--- src/rtl/num_display_scanner.sv ---
// ============================================================================
// Module   : num_display_scanner (plus calc_pkg, the shared number type)
// Purpose  : Formats a calc_pkg::num_t into a frame of seven-segment bytes
//            (sign, decimal point, fixed or scientific layout) and drives a
//            time-multiplexed display one digit at a time.
//            The display has D = NUM_DIGITS+1 positions. Position 0 is the
//            rightmost, and position D-1 holds the sign or the error 'E'.
// Ports    : clk_i        clock
//            rst_ni       asynchronous active-low reset
//            num_valid_i  number offered for formatting
//            num_ready_o  formatter idle (load on valid & ready)
//            num_i        sign, error, BCD significand, exponent
//            sci_i        1 = scientific, 0 = fixed (sampled with the load)
//            segments_o   committed frame, byte of position p at [p]
//            fmt_done_o   one-cycle pulse when a new frame commits
//            scan_an_o    one-hot active-high digit enable
//            scan_seg_o   segment byte for the enabled digit
// Params   : NUM_DIGITS   significand digits (must equal calc_pkg::NumDigits)
//            SCAN_DIV     clock cycles per scan position (>= 1)
// Options  : DISPLAY_TRAILING_BLANK_EN  blank zeros right of the dp up to
//            the first non-zero digit
// Revision : 1.0  initial release
// ============================================================================
`default_nettype none

package calc_pkg;
    localparam int NumDigits = 8;
    localparam int ExpWidth  = 8;

    // significand[NumDigits-1] is the most significant digit
    typedef struct packed {
        logic                      sign;
        logic                      error;
        logic [NumDigits-1:0][3:0] significand;
        logic [ExpWidth-1:0]       exponent;
    } num_t;
endpackage

module num_display_scanner #(
    parameter int NUM_DIGITS = calc_pkg::NumDigits,
    parameter int SCAN_DIV   = 1024
) (
    input  logic                      clk_i,
    input  logic                      rst_ni,
    input  logic                      num_valid_i,
    output logic                      num_ready_o,
    input  calc_pkg::num_t            num_i,
    input  logic                      sci_i,
    output logic [NUM_DIGITS:0][7:0]  segments_o,
    output logic                      fmt_done_o,
    output logic [NUM_DIGITS:0]       scan_an_o,
    output logic [7:0]                scan_seg_o
);

    localparam int c_D  = NUM_DIGITS + 1;
    localparam int c_KW = $clog2(c_D);
    localparam int c_PW = (SCAN_DIV > 1) ? $clog2(SCAN_DIV) : 1;
    localparam int c_EW = calc_pkg::ExpWidth;

    localparam logic [c_KW-1:0] c_LAST_POS = c_KW'(c_D - 1);
    localparam logic [c_KW-1:0] c_MSD_POS  = c_KW'(NUM_DIGITS - 1);
    localparam logic [c_PW-1:0] c_PRE_LAST = c_PW'(SCAN_DIV - 1);

    localparam logic [1:0] c_ST_IDLE   = 2'd0;
    localparam logic [1:0] c_ST_FMT    = 2'd1;
    localparam logic [1:0] c_ST_COMMIT = 2'd2;

`ifdef DISPLAY_TRAILING_BLANK_EN
    localparam logic c_TRAIL_EN = 1'b1;
`else
    localparam logic c_TRAIL_EN = 1'b0;
`endif

    function automatic logic [7:0] f_digit_seg(input logic [3:0] digit);
        logic [7:0] seg;
        case (digit)
            4'd0:    seg = 8'h7E;
            4'd1:    seg = 8'h30;
            4'd2:    seg = 8'h6D;
            4'd3:    seg = 8'h79;
            4'd4:    seg = 8'h33;
            4'd5:    seg = 8'h5B;
            4'd6:    seg = 8'h5F;
            4'd7:    seg = 8'h70;
            4'd8:    seg = 8'h7F;
            4'd9:    seg = 8'h7B;
            default: seg = 8'h00;
        endcase
        return seg;
    endfunction

    // ------------------------------------------------------------------
    // State and datapath registers
    // ------------------------------------------------------------------
    logic [1:0]             r_state;
    logic [1:0]             w_state_nxt;
    logic                   w_ready;
    logic                   w_accept;

    logic [c_KW-1:0]        r_k;
    calc_pkg::num_t         r_num;
    logic                   r_sci;
    logic                   r_trail;
    logic [c_D-1:0][7:0]    r_shadow;
    logic [c_D-1:0][7:0]    r_segments;
    logic                   r_done;

    logic [c_PW-1:0]        r_presc;
    logic [c_KW-1:0]        r_idx;
    logic [c_KW-1:0]        w_idx_nxt;
    logic [c_D-1:0]         r_an;
    logic [7:0]             r_seg;

    // ------------------------------------------------------------------
    // Frame decode from the latched number
    // ------------------------------------------------------------------
    logic                   w_bad_digit;
    logic                   w_use_sci;
    logic                   w_err;
    logic [c_KW-1:0]        w_dp_pos;
    logic [c_D-1:0][7:0]    w_raw;
    logic [c_D-1:0]         w_elig;
    logic                   w_cur_skip;
    logic                   w_blank;
    logic [7:0]             w_byte;

    always_comb begin
        w_bad_digit = 1'b0;
        for (int i = 0; i < NUM_DIGITS; i++) begin
            if (r_num.significand[i] > 4'd9) begin
                w_bad_digit = 1'b1;
            end
        end
    end

    // Fixed layout cannot show an exponent beyond the digit field, so it
    // falls back to scientific; scientific only has one exponent digit.
    assign w_use_sci = r_sci | (r_num.exponent >= c_EW'(NUM_DIGITS));
    assign w_err     = r_num.error | w_bad_digit
                     | (w_use_sci & (r_num.exponent > c_EW'(9)));
    assign w_dp_pos  = w_use_sci ? c_MSD_POS
                                 : (c_MSD_POS - c_KW'(r_num.exponent));

    // In both layouts digit position p shows significand[p]; scientific
    // mode replaces position 0 with the exponent digit.
    for (genvar p = 0; p < c_D; p++) begin : g_pos
        if (p == c_D - 1) begin : g_sign
            assign w_raw[p]  = w_err ? 8'h4F : (r_num.sign ? 8'h01 : 8'h00);
            assign w_elig[p] = 1'b0;
        end else begin : g_digit
            logic       w_is_exp;
            logic [3:0] w_digit;
            assign w_is_exp  = w_use_sci & (p == 0);
            assign w_digit   = w_is_exp ? r_num.exponent[3:0]
                                        : r_num.significand[p];
            assign w_raw[p]  = w_err ? 8'h00
                             : (f_digit_seg(w_digit)
                                | ((w_dp_pos == c_KW'(p)) ? 8'h80 : 8'h00));
            // A zero strictly right of the dp may be blanked.
            assign w_elig[p] = ~w_err & ~w_is_exp
                             & (c_KW'(p) < w_dp_pos) & (w_digit == 4'd0);
        end
    end

    // The exponent digit never breaks the trailing run; it is just skipped.
    assign w_cur_skip = w_use_sci & (r_k == '0);
    assign w_blank    = c_TRAIL_EN & r_trail & w_elig[r_k];
    assign w_byte     = w_blank ? 8'h00 : w_raw[r_k];

    // ------------------------------------------------------------------
    // Formatter FSM
    // ------------------------------------------------------------------
    always_ff @(posedge clk_i or negedge rst_ni) begin
        if (!rst_ni) begin
            r_state <= c_ST_IDLE;
        end else begin
            r_state <= w_state_nxt;
        end
    end

    always_comb begin
        w_state_nxt = r_state;
        w_ready     = 1'b0;
        case (r_state)
            c_ST_IDLE: begin
                w_ready = 1'b1;
                if (num_valid_i) begin
                    w_state_nxt = c_ST_FMT;
                end
            end
            c_ST_FMT: begin
                if (r_k == c_LAST_POS) begin
                    w_state_nxt = c_ST_COMMIT;
                end
            end
            c_ST_COMMIT: begin
                w_state_nxt = c_ST_IDLE;
            end
            default: begin
                w_state_nxt = c_ST_IDLE;
            end
        endcase
    end

    assign w_accept = num_valid_i & w_ready;

    always_ff @(posedge clk_i or negedge rst_ni) begin
        if (!rst_ni) begin
            r_k        <= '0;
            r_num      <= '0;
            r_sci      <= 1'b0;
            r_trail    <= 1'b0;
            r_shadow   <= '0;
            r_segments <= '0;
            r_done     <= 1'b0;
        end else begin
            r_done <= 1'b0;
            case (r_state)
                c_ST_IDLE: begin
                    if (w_accept) begin
                        r_num   <= num_i;
                        r_sci   <= sci_i;
                        r_k     <= '0;
                        r_trail <= 1'b1;
                    end
                end
                c_ST_FMT: begin
                    r_shadow[r_k] <= w_byte;
                    r_k           <= r_k + c_KW'(1);
                    r_trail       <= r_trail & (w_blank | w_cur_skip);
                end
                c_ST_COMMIT: begin
                    r_segments <= r_shadow;
                    r_done     <= 1'b1;
                end
                default: begin
                end
            endcase
        end
    end

    // ------------------------------------------------------------------
    // Display scanner: free-running, samples the committed frame only when
    // the index moves, so a commit never changes a digit mid-slot.
    // ------------------------------------------------------------------
    assign w_idx_nxt = (r_idx == c_LAST_POS) ? '0 : (r_idx + c_KW'(1));

    always_ff @(posedge clk_i or negedge rst_ni) begin
        if (!rst_ni) begin
            r_presc <= '0;
            r_idx   <= '0;
            r_an    <= c_D'(1);
            r_seg   <= 8'h00;
        end else if (r_presc == c_PRE_LAST) begin
            r_presc <= '0;
            r_idx   <= w_idx_nxt;
            r_an    <= c_D'(1) << w_idx_nxt;
            r_seg   <= r_segments[w_idx_nxt];
        end else begin
            r_presc <= r_presc + c_PW'(1);
        end
    end

    assign num_ready_o = w_ready;
    assign segments_o  = r_segments;
    assign fmt_done_o  = r_done;
    assign scan_an_o   = r_an;
    assign scan_seg_o  = r_seg;

endmodule

`default_nettype wire
--- config.mk ---
export PLATFORM = sky130hd
export DESIGN_NAME = num_display_scanner
export DESIGN_NICKNAME = d
export VERILOG_FILES = /design/src/rtl/num_display_scanner.sv
export SDC_FILE = /design/constraint.sdc
export NUM_CORES = 1
export LEC_CHECK = 0
export CORE_UTILIZATION = 40
export CTS_BUF_LIST = sky130_fd_sc_hd__clkbuf_8
export DETAILED_ROUTE_END_ITERATION = 8
export RECOVER_POWER = 25
export SLEW_MARGIN = 20
export SYNTH_ARGS = -nofsm -noshare
export SYNTH_HDL_FRONTEND = slang
export SYNTH_SLANG_ARGS = --single-unit
--- constraint.sdc ---
create_clock -name clk_i -period 6.2 [get_ports clk_i]
set_input_delay 1.55 -clock clk_i [delete_from_list [all_inputs] [get_ports clk_i]]
set_output_delay 1.55 -clock clk_i [all_outputs]
set_load 0.005 [all_outputs]
==> impl_results.md, run 1 <==
- Crit Path Class: input port to async pin
- Endpoints failing setup: 0
- Relative slew margins: -0.500
- CP Capture Type: async pin
- Inst Count DP: 1542
- Clk sinks: around 230
- Clock Pin Slew Worst Setup and Hold Paths: 0.06 ns
- DIE AREA: 29800 µm²
- H-tree Lvls: 2
- Logic pwr share: 0.370
- Post-Place Worst Slack: 2.86 ns
- CP required: between 6 and 7 ns
- Chip height: 173 µm
- TritonCTS clock tree: built
- Status: complete, but fails checks
- Clock Path Buffers: 3
- Max cap viols: 2
- Synth Register Bits: 225
- Filler-free cell count of the finished design: 1613
- TritonRoute pass-1 iters: 5
- Dominant synthesized flop cell: dfrtp_1
- Gpl congestion: roughly 0.87
- IO Pins: roughly 140
- Synth unique cells: between 70 and 80
- Final Critical Period: 3.64 ns
- Clock Tree Root: clkbuf_8
- # nets final: 1305
- Via density: 5.25
- Unrepaired setup endpoints after global routing: false
- WHS Path Cells: 2
- Final hold vios: 0
- Synthesized area: 11600 µm²
- Total power: between 5000 and 6000 µW
- Failing checks: capacitance limit, slew limit
- PwrDens: 398 nW/µm²
- Clk_lat worst skew: 0.54 ns
- Top cell type by total area after synthesis: dfrtp_1
- Switching share of power: 0.393
- Area Growth Syn to Fin: 20.6%
- Worst Reg-to-Reg Cells: 10
- DR iter-0 viols: 429
- PnR worst setup slack: roughly 2.6 ns
- # rows: 62
- Total CTS buffers: 41
- Syn_area_per_cell: 10.8 µm²
- Width of the die: around 170 µm
- Crit start category: input port
- Worst vdd ir: 0.310 mV
- Core area: about 29000 µm²
- Syn nets: 1182
- Final HPWL DP: 19800 µm
- # diodes: 0
- Max Clock Skew: 0.0203 ns
- Clk pwr share: 0.236
- Final Util: 0.489
- Top achievable clock speed: 275 MHz
- Post-CTS sizing: 0
- Starting Density: 0.406
- # port buffers: around 140
- Fin crit share: 0.587
- Worst hold path class: register to register
- Initial antenna violation count: 0
- DRC: 0
- Internal Power: 3390 µW
- CP arrival: 4.26 ns
- Gr ovfl total: 0
- Top-count cell post-synth: dfrtp_1
- Static Leak: between 0.006 and 0.007 µW
- Post-CTS setup buffers: 0
- NetSw: 2200 µW
- Synth Warn #: 0
- Slew Limit Fails: 59
- DRT Wirelength: ~28000 µm
- EDFF count, synth: 0
- Proportion of layout cells with a drive suffix above 1: 0.177
- First-pass GRT wire length: 46400 µm
- Sequential Power Share: 0.395
- WL/cell: 17.6 µm
- Largest fanout on the critical path: a little over 90
- Gr usage total: 0.195
- Gate count of the mapped netlist: 1080
- Hold-fix buffers, CTS: 0
- Top post-synthesis cells by area: dfrtp_1 48%, mux2_2 11%, ha_1 6.0%, nand2_1 5.1%, mux4_2 3.9%
- Largest net degree at the start of global routing: 131
- Top-area cell type share of the netlist area: 0.481
- Number of global-route vias before repair: 8325
- Worst slew pin tran: 2.25 ns
- Ys async rst share: 1.00
- ANT nets after route: 0
- Setup TNS: 0 ns
- Top post-synthesis cells by count: 224 x dfrtp_1, 158 x nand2_1, 109 x mux2_2, 87 x o21ai_0, 59 x nor2_1
- Post-synthesis sequential area ratio: 0.484
- Vias: 8474
==> flip-flops by register name, indices dropped and copies added, names as in the netlist, 8 cells and up <==
name and cells:
g_pos.g_digit.w_digit 28, r_num 14, r_presc 10, r_shadow 72, scan_an_o 9, scan_seg_o 8
segments_o 72
==> cells by family after synthesis <==
family | count (synthesis) | share of synthesized area
buffers and inverters | 103 | 0.0389
DFF | 225 | 0.484
AOI/OAI and AO/OA | 225 | 0.126
xor gates and xnor gates | 14 | 0.0105
muxes | 142 | 0.155
and+or+nand+nor | 315 | 0.125
adders and majority gates | 56 | 0.0602
==> cells in the final DEF (no fill, tap or decap), types with 10 or more instances in the layout <==
master | synthesis | final
inv_1 | 37 | 50
nand2b_1 | 15 | 15
mux4_2 | 20 | 20
nand3_1 | 21 | 21
ha_1 | 56 | 56
clkbuf_8 | 1 | 48
nor2_1 | 59 | 59
mux2_2 | 109 | 109
mux2i_1 | 13 | 13
o21ai_0 | 87 | 87
clkdlybuf4s50_1 | 0 | 135
xnor2_1 | 10 | 10
o22ai_1 | 12 | 12
o31ai_1 | 11 | 11
a221o_1 | 10 | 10
a21oi_1 | 36 | 35
nand2_1 | 158 | 158
dfrtp_1 | 224 | 224
and3_1 | 12 | 12
nor2b_1 | 16 | 16
==> layer usage <==
metal,vias up,global-route usage,share of wire
met4,0,0.0610,0.024
li1,4055,-,-
met2,220,0.310,0.47
met3,50,0.0297,0.043
met5,-,0,0
met1,4149,0.274,0.46
==> area by class of cell <==
class / count / area, µm²
Clock buffer: 48 / 661
Clock inverter: 21 / 103
Fill cell: 2682 / 14700
Inverter: 38 / 143
Multi-Input combinational cell: 752 / 5570
Sequential cell: 225 / 5630
Tap cell: 384 / 480
Timing Repair Buffer: 145 / 1460
==> worst max-delay path, stage by stage <==
cell      delay, ns
clkbuf_1       1.57
buf_16         0.43
buf_4          0.60
==> power by group through the flow <==
stage	registers (µW)	logic (µW)	clock network (µW)
global placement	2220	2030	0
finish	2200	2060	1320
detailed placement	2220	2060	0
global route	2260	2320	1430
CTS	2200	2070	1360
floorplan	1990	1640	0
==> per-stage QoR <==
| stage | hold WS, ns | area [µm²] |
|---|---|---|
| after floorplan | 0.443 | 11600 |
| after global placement | 0.456 | 13200 |
| after detailed placement | 0.460 | 13200 |
| after CTS | 0.475 | 14000 |
| after global routing | 0.496 | 14000 |
| final | 0.469 | 14000 |
==> worst paths after layout <==
| check | slack, ns | startpoint | endpoint |
|---|---|---|---|
| min reg2reg | 0.47 | r_shadow[45] | r_shadow[45] |
| max | 2.56 | rst_ni | r_shadow[31] |
| min in group asynchronous | 1.69 | rst_ni | segments_o[15] |
| min | 0.47 | r_shadow[45] | r_shadow[45] |
| max in group clk_i | 2.80 | r_num[3] | r_shadow[14] |
| max reg2reg | 2.80 | r_num[3] | r_shadow[14] |
No activity file was read; power rests on OpenSTA's default activity.
==> run 2: changes to the inputs <==
clock period = 3.6 ns   (was 6.2 ns; I/O delays follow)
==> run 2 against run 1 <==
Compared with the run above: the flow still finishes with violations (capacitance limit, slew limit); power increased by 75%; sequential cell count is the same; hold slack gained 0.0052 ns; final area grew 0.53%; core utilization is 0.26 points higher; critical path depth up 7; sequential power up 70%; combinational power is 78% higher; wire length is 1.1% higher; clock skew rose by 0.0054 ns; clock power rose by 80%; register-to-register slack got worse by 2.4 ns; largest power group unchanged.
==> impl_results.md, run 2 (synthesis results as in run 1) <==
- Chip height: 173 µm (unchanged)
- # rows: 62 (unchanged)
- Clock Path Buffers: 3 (unchanged)
- Failing checks: capacitance limit, slew limit
- Slowest CP cell: dfrtp_1
- CP arrival: 3.59 ns (-0.67 ns)
- NetSw: 3830 µW (+74%)
- Slowest stage delay, CP: 0.50 ns (-1.07 ns)
- Number of global-route vias before repair: 8438 (+1.4%)
- IO Pins: 137 (unchanged)
- Hold Path Origin: r_shadow[29]
- Sequential Power Share: 0.383 (-0.012)
- Via density: 5.26 (about the same)
- Clk_lat worst skew: 0.55 ns (about the same)
- Most frequent cells in the layout: 224 x dfrtp_1, 158 x nand2_1, 135 x clkdlybuf4s50_1
- DRC: 0 (unchanged)
- DR iter-0 viols: 528 (+23%)
- Endpoints failing setup: 0 (unchanged)
- Final HPWL DP: 20300 µm (+2.8%)
- Slew Limit Fails: 69 (+17%)
- WL/cell: 17.7 µm (+0.48%)
- Post-CTS setup buffers: 0 (unchanged)
- Crit start category: register
- Setup TNS: 0 ns (unchanged)
- Final Critical Period: 3.18 ns
- Fill count: 2670 (-0.45%)
- Fin crit share: 0.884
- Status: complete, but fails checks
- Initial antenna violation count: 0 (unchanged)
- Flop-to-flop setup slack: 0.42 ns (-2.38 ns)
- PwrDens: 693 nW/µm² (+74%)
- Worst hold path class: register to register
- CP Capture Type: register
- CP Launch Point: r_num[3]
- Largest fanout on the critical path: 11 (-88%)
- Top achievable clock speed: 314 MHz
- Crit Path Class: register to register
- Max cap viols: 1 (-1)
- ANT nets after route: 0 (unchanged)
- Hold-fix buffers, CTS: 0 (unchanged)
- Switching share of power: 0.391 (-0.00235)
- Clk pwr share: 0.243 (+0.007)
- Gr usage total: 0.197 (+0.00252)
- DRT Wirelength: 28700 µm (+1.1%)
- TritonRoute pass-1 iters: 5 (unchanged)
- Filler-free cell count of the finished design: 1623 (+0.62%)
- Static Leak: 0.00644 µW (+0.89%)
- Unrepaired setup endpoints after global routing: false
- Worst slew pin tran: 1.68 ns (-0.567 ns)
- TritonCTS clock tree: built
- Width of the die: 173 µm (unchanged)
- Clock Pin Slew Worst Setup and Hold Paths: 0.07 ns (about the same)
- H-tree Lvls: 2 (unchanged)
- # port buffers: 136 (unchanged)
- Most common cell after layout, fill and taps aside: dfrtp_1
- First-pass GRT wire length: 47100 µm (+1.5%)
- Starting Density: 0.406 (unchanged)
- Logic pwr share: 0.374 (+0.004)
- Gr ovfl total: 0 (unchanged)
- Relative slew margins: -0.121 (+0.378)
- Total CTS buffers: 40 (-2.4%)
- PnR worst setup slack: 0.419 ns (-2.14 ns)
- Clk sinks: 225 (unchanged)
- CP required: 4.01 ns (-2.81 ns)
- Clock Tree Root: clkbuf_8
- Internal Power: 5960 µW (+76%)
- Proportion of layout cells with a drive suffix above 1: 0.182 (+0.00503)
- # nets final: 1312 (+0.54%)
- Max Clock Skew: 0.0258 ns (+0.00544 ns)
- Vias: 8531 (+0.67%)
- Post-Place Worst Slack: 0.414 ns (-2.44 ns)
- Gpl congestion: 0.869 (+0.14%)
- Post-CTS sizing: 0 (unchanged)
- Worst vdd ir: 0.472 mV (+52%)
- Inst Count DP: 1552 (+0.65%)
- Final hold vios: 0 (unchanged)
- FF-to-FF Start: r_num[3]
- DIE AREA: 29800 µm² (unchanged)
- Core area: 28700 µm² (unchanged)
- # diodes: 0 (unchanged)
- Area Growth Syn to Fin: 21.3%
- Worst-path cell chain: nor3_2, nand2_1, mux2i_1, inv_1, ha_1, a221o_1, a21oi_1, o31ai_1, a211oi_2, o21ai_0
- Largest net degree at the start of global routing: 74 (-44%)
[run 2: per-stage QoR]
step	instance area (µm²)	utilization	total power, µW	hold WS [ns]
after floorplan	11600	-	6260	0.443
after global placement	13300	0.465	7420	0.457
after detailed placement	13300	0.465	7460	0.464
after CTS	14200	0.493	9890	0.306
after global routing	14100	0.492	10500	0.491
final	14100	0.492	9790	0.474
[run 2: worst paths after layout]
path                           endpoint  cells past startpoint
setup / recovery           r_shadow[50]                     10
setup reg to reg           r_shadow[50]                     10
hold reg to reg            r_shadow[29]                      2
hold / removal             r_shadow[29]                      2
min in group asynchronous    fmt_done_o                      1
max in group asynchronous      r_num[6]                      2
[run 2: metal layers]
layer	vias to the layer above	wire, µm	part of all wire	track usage
li1	4089	-	-	-
met1	4180	13400	0.47	0.279
met2	213	13500	0.47	0.315
met3	49	1260	0.044	0.0321
met4	0	576	0.020	0.0513
met5	-	0	0	0
[run 2: final cells by class]
class | instances | area, µm² | area share
Clock buffer | 49 | 674 | 0.0478
Clock inverter | 22 | 140 | 0.00992
Inverter | 38 | 143 | 0.0101
Multi-Input combinational cell | 752 | 5570 | 0.395
Sequential cell | 225 | 5630 | 0.399
Tap cell | 384 | 480 | 0.0340
Timing Repair Buffer | 153 | 1480 | 0.105
[run 2: power groups by stage]
stage / logic, µW / registers, µW / clock network [µW]
2_1_floorplan: 2830 / 3430 / 0
3_3_place_gp: 3630 / 3790 / 0
3_5_place_dp: 3660 / 3800 / 0
4_1_cts: 3690 / 3750 / 2450
5_1_grt: 4110 / 3860 / 2560
6_report: 3660 / 3750 / 2380
[run 2: critical path, delay by kind of cell, from the launching register on]
| family | cells | cell delay [ns] |
|---|---|---|
| DFF | 1 | 0.50 |
| adders and majority gates | 1 | 0.24 |
| buffers and inverters | 1 | 0.12 |
| and+or+nand+nor | 2 | 0.59 |
| muxes | 1 | 0.37 |
| AOI/OAI and AO/OA | 5 | 1.21 |
==> run 3: changes to the inputs <==
--- a/config.mk
+++ b/config.mk
@@ -10,4 +10,5 @@
 export DETAILED_ROUTE_END_ITERATION = 8
 export RECOVER_POWER = 25
+export SKIP_LAST_GASP = 1
 export SLEW_MARGIN = 20
 export SYNTH_ARGS = -nofsm -noshare
==> constraint.sdc (replaced) <==
create_clock -name clk_i -period 3.6 [get_ports clk_i]
set_input_delay 1.08 -clock clk_i [delete_from_list [all_inputs] [get_ports clk_i]]
set_output_delay 1.08 -clock clk_i [all_outputs]
set_load 0.005 [all_outputs]
==> run 3 against run 2 <==
Compared with the run above: power increased by 0.83%; via count decreased by 0.45%; clock power increased by 4%; sequential cell count unchanged; die area unchanged; first-iteration DRC count increased by 28%; core utilization increased by 0.15 points; the flow still finishes with violations (capacitance limit, slew limit); sequential share of layout area decreased by 0.12 points; maximum frequency decreased by 1.3%.
==> impl_results.md, run 3 (synthesis results as in run 1) <==
- Most frequent cells in the layout: 224 x dfrtp_1, 158 x nand2_1, 135 x clkdlybuf4s50_1
- Gpl congestion: 0.875 (+0.69%)
- Setup TNS: 0 ns (unchanged)
- FF-to-FF Start: r_num[3]
- Register area: 5630 µm² (unchanged)
- Clock Path Buffers: 3 (unchanged)
- Slew Limit Fails: 69 (unchanged)
- # diodes: 0 (unchanged)
- DRT Wirelength: 28600 µm (-0.38%)
- WL/cell: 17.7 µm (-0.19%)
- Reg2reg end: r_shadow[18]
- Initial antenna violation count: 0 (unchanged)
- Post-CTS setup buffers: 0 (unchanged)
- Endpoints failing setup: 0 (unchanged)
- IO Pins: 137 (unchanged)
- Clk_lat worst skew: 0.54 ns (about the same)
- DR iter-0 viols: 676 (+28%)
- Chip height: 173 µm (unchanged)
- H-tree Lvls: 2 (unchanged)
- Proportion of layout cells with a drive suffix above 1: 0.184 (+0.00206)
- Failing checks: capacitance limit, slew limit
- # port buffers: 136 (unchanged)
- Vias: 8493 (-0.45%)
- Static Leak: 0.00644 µW (about the same)
- Clock Tree Root: clkbuf_8
- Final Critical Period: 3.22 ns (+0.0430 ns)
- Crit Path Class: register to register
- TritonRoute pass-1 iters: 4 (-1)
- Status: complete, but fails checks
- Max cap viols: 1 (unchanged)
- Worst hold path class: register to register
- TritonCTS clock tree: built
- DRC: 0 (unchanged)
- Width of the die: 173 µm (unchanged)
- Largest net degree at the start of global routing: 88 (+19%)
- Clk sinks: 225 (unchanged)
- Final Util: 0.494 (+0.00152)
- DIE AREA: 29800 µm² (unchanged)
- # rows: 62 (unchanged)
- Total CTS buffers: 40 (unchanged)
- Flop-to-flop setup slack: 0.38 ns (-0.04 ns)
- Area of the multi-input gates: 5570 µm² (about the same)
- First-pass GRT wire length: 46800 µm (-0.80%)
- Gr ovfl total: 0 (unchanged)
- Worst vdd ir: 0.364 mV (-23%)
- Largest fanout on the critical path: 11 (unchanged)
- ANT nets after route: 0 (unchanged)
- CP arrival: 3.62 ns (+0.03 ns)
- Via density: 5.24 (-0.26%)
- Worst Reg-to-Reg Cells: 10 (unchanged)
- Hold Crit Endpoint: r_shadow[26]
- Most common cell after layout, fill and taps aside: dfrtp_1
- Unrepaired setup endpoints after global routing: false
- Core area: 28700 µm² (unchanged)
- Hold-fix buffers, CTS: 0 (unchanged)
- Number of global-route vias before repair: 8294 (-1.7%)
- Worst slew pin tran: 1.76 ns (+0.0781 ns)
- WHS Path Cells: 2 (unchanged)
- CP required: 3.99 ns (-0.02 ns)
- Top achievable clock speed: 310 MHz (-1.3%)
- Max Clock Skew: 0.0155 ns (-0.0103 ns)
- # nets final: 1309 (-0.23%)
- Fill count: 2669 (-0.037%)
- Starting Density: 0.406 (unchanged)
- Hold Path Origin: r_shadow[26]
- Area Growth Syn to Fin: 21.6%
- Clock Pin Slew Worst Setup and Hold Paths: 0.06 ns (about the same)
- PwrDens: 697 nW/µm² (+0.52%)
- Post-CTS sizing: 0 (unchanged)
- Gr usage total: 0.197 (-0.000859)
- Fin crit share: 0.896 (+0.0119)
- CP Capture Type: register
- Relative slew margins: -0.173 (-0.0521)
- Final HPWL DP: 20500 µm (+0.84%)
- Final hold vios: 0 (unchanged)
- Crit start category: register
- Total power: 9870 µW (+0.83%)
[run 3: area by class of cell]
class                      count  share of cell area
clock buffer                  54              0.0525
clock inverter                17             0.00786
inverter                      38              0.0101
multi-input combinational    752               0.393
sequential                   225               0.398
tap                          384              0.0339
timing repair buffer         150               0.105
[run 3: how the worst max path moves through the flow]
stage                   end     start  slack, ns
2_1_floorplan  r_shadow[10]  r_num[5]       0.85
3_3_place_gp   r_shadow[34]  r_num[3]       0.58
3_5_place_dp   r_shadow[18]  r_num[3]       0.38
4_1_cts        r_shadow[18]  r_num[3]       0.38
5_1_grt        r_shadow[18]  r_num[3]       0.10
6_report       r_shadow[18]  r_num[3]       0.38
[run 3: routing by layer]
| metal | routed length [µm] | up-vias | GRT usage |
|---|---|---|---|
| li1 | - | 4068 | - |
| met3 | 1110 | 57 | 0.0308 |
| met1 | 13400 | 4152 | 0.277 |
| met4 | 715 | 0 | 0.0618 |
| met2 | 13400 | 216 | 0.311 |
| met5 | 0 | - | 0 |
[run 3: through the flow]
step | worst slack, ns | hold slack [ns] | area [µm²] | cells
5_1_grt | 0.101 | 0.500 | 14200 | 1620
3_5_place_dp | 0.382 | 0.464 | 13300 | 1549
4_1_cts | 0.377 | 0.477 | 14200 | 1620
3_3_place_gp | 0.584 | 0.459 | 13300 | 1549
6_report | 0.376 | 0.472 | 14200 | 1620
2_1_floorplan | 0.852 | 0.443 | 11600 | 1080
[run 3: power by group]
part	leakage (µW)	total [µW]	switching, µW	internal [µW]
registers	0.00300	3750	697	3060
logic	0.00296	3650	2050	1590
clock network	0.000484	2470	1060	1410
[run 3: worst max-delay path, stage by stage, from the launching register on]
cell and delay [ns]:
dfrtp_1 0.49, nor3_2 0.38, nand2_1 0.20, mux2i_1 0.42, inv_1 0.13, ha_1 0.25, a221o_1 0.35, a21oi_1 0.15
o31ai_1 0.12, a211oi_2 0.42, o21ai_0 0.17
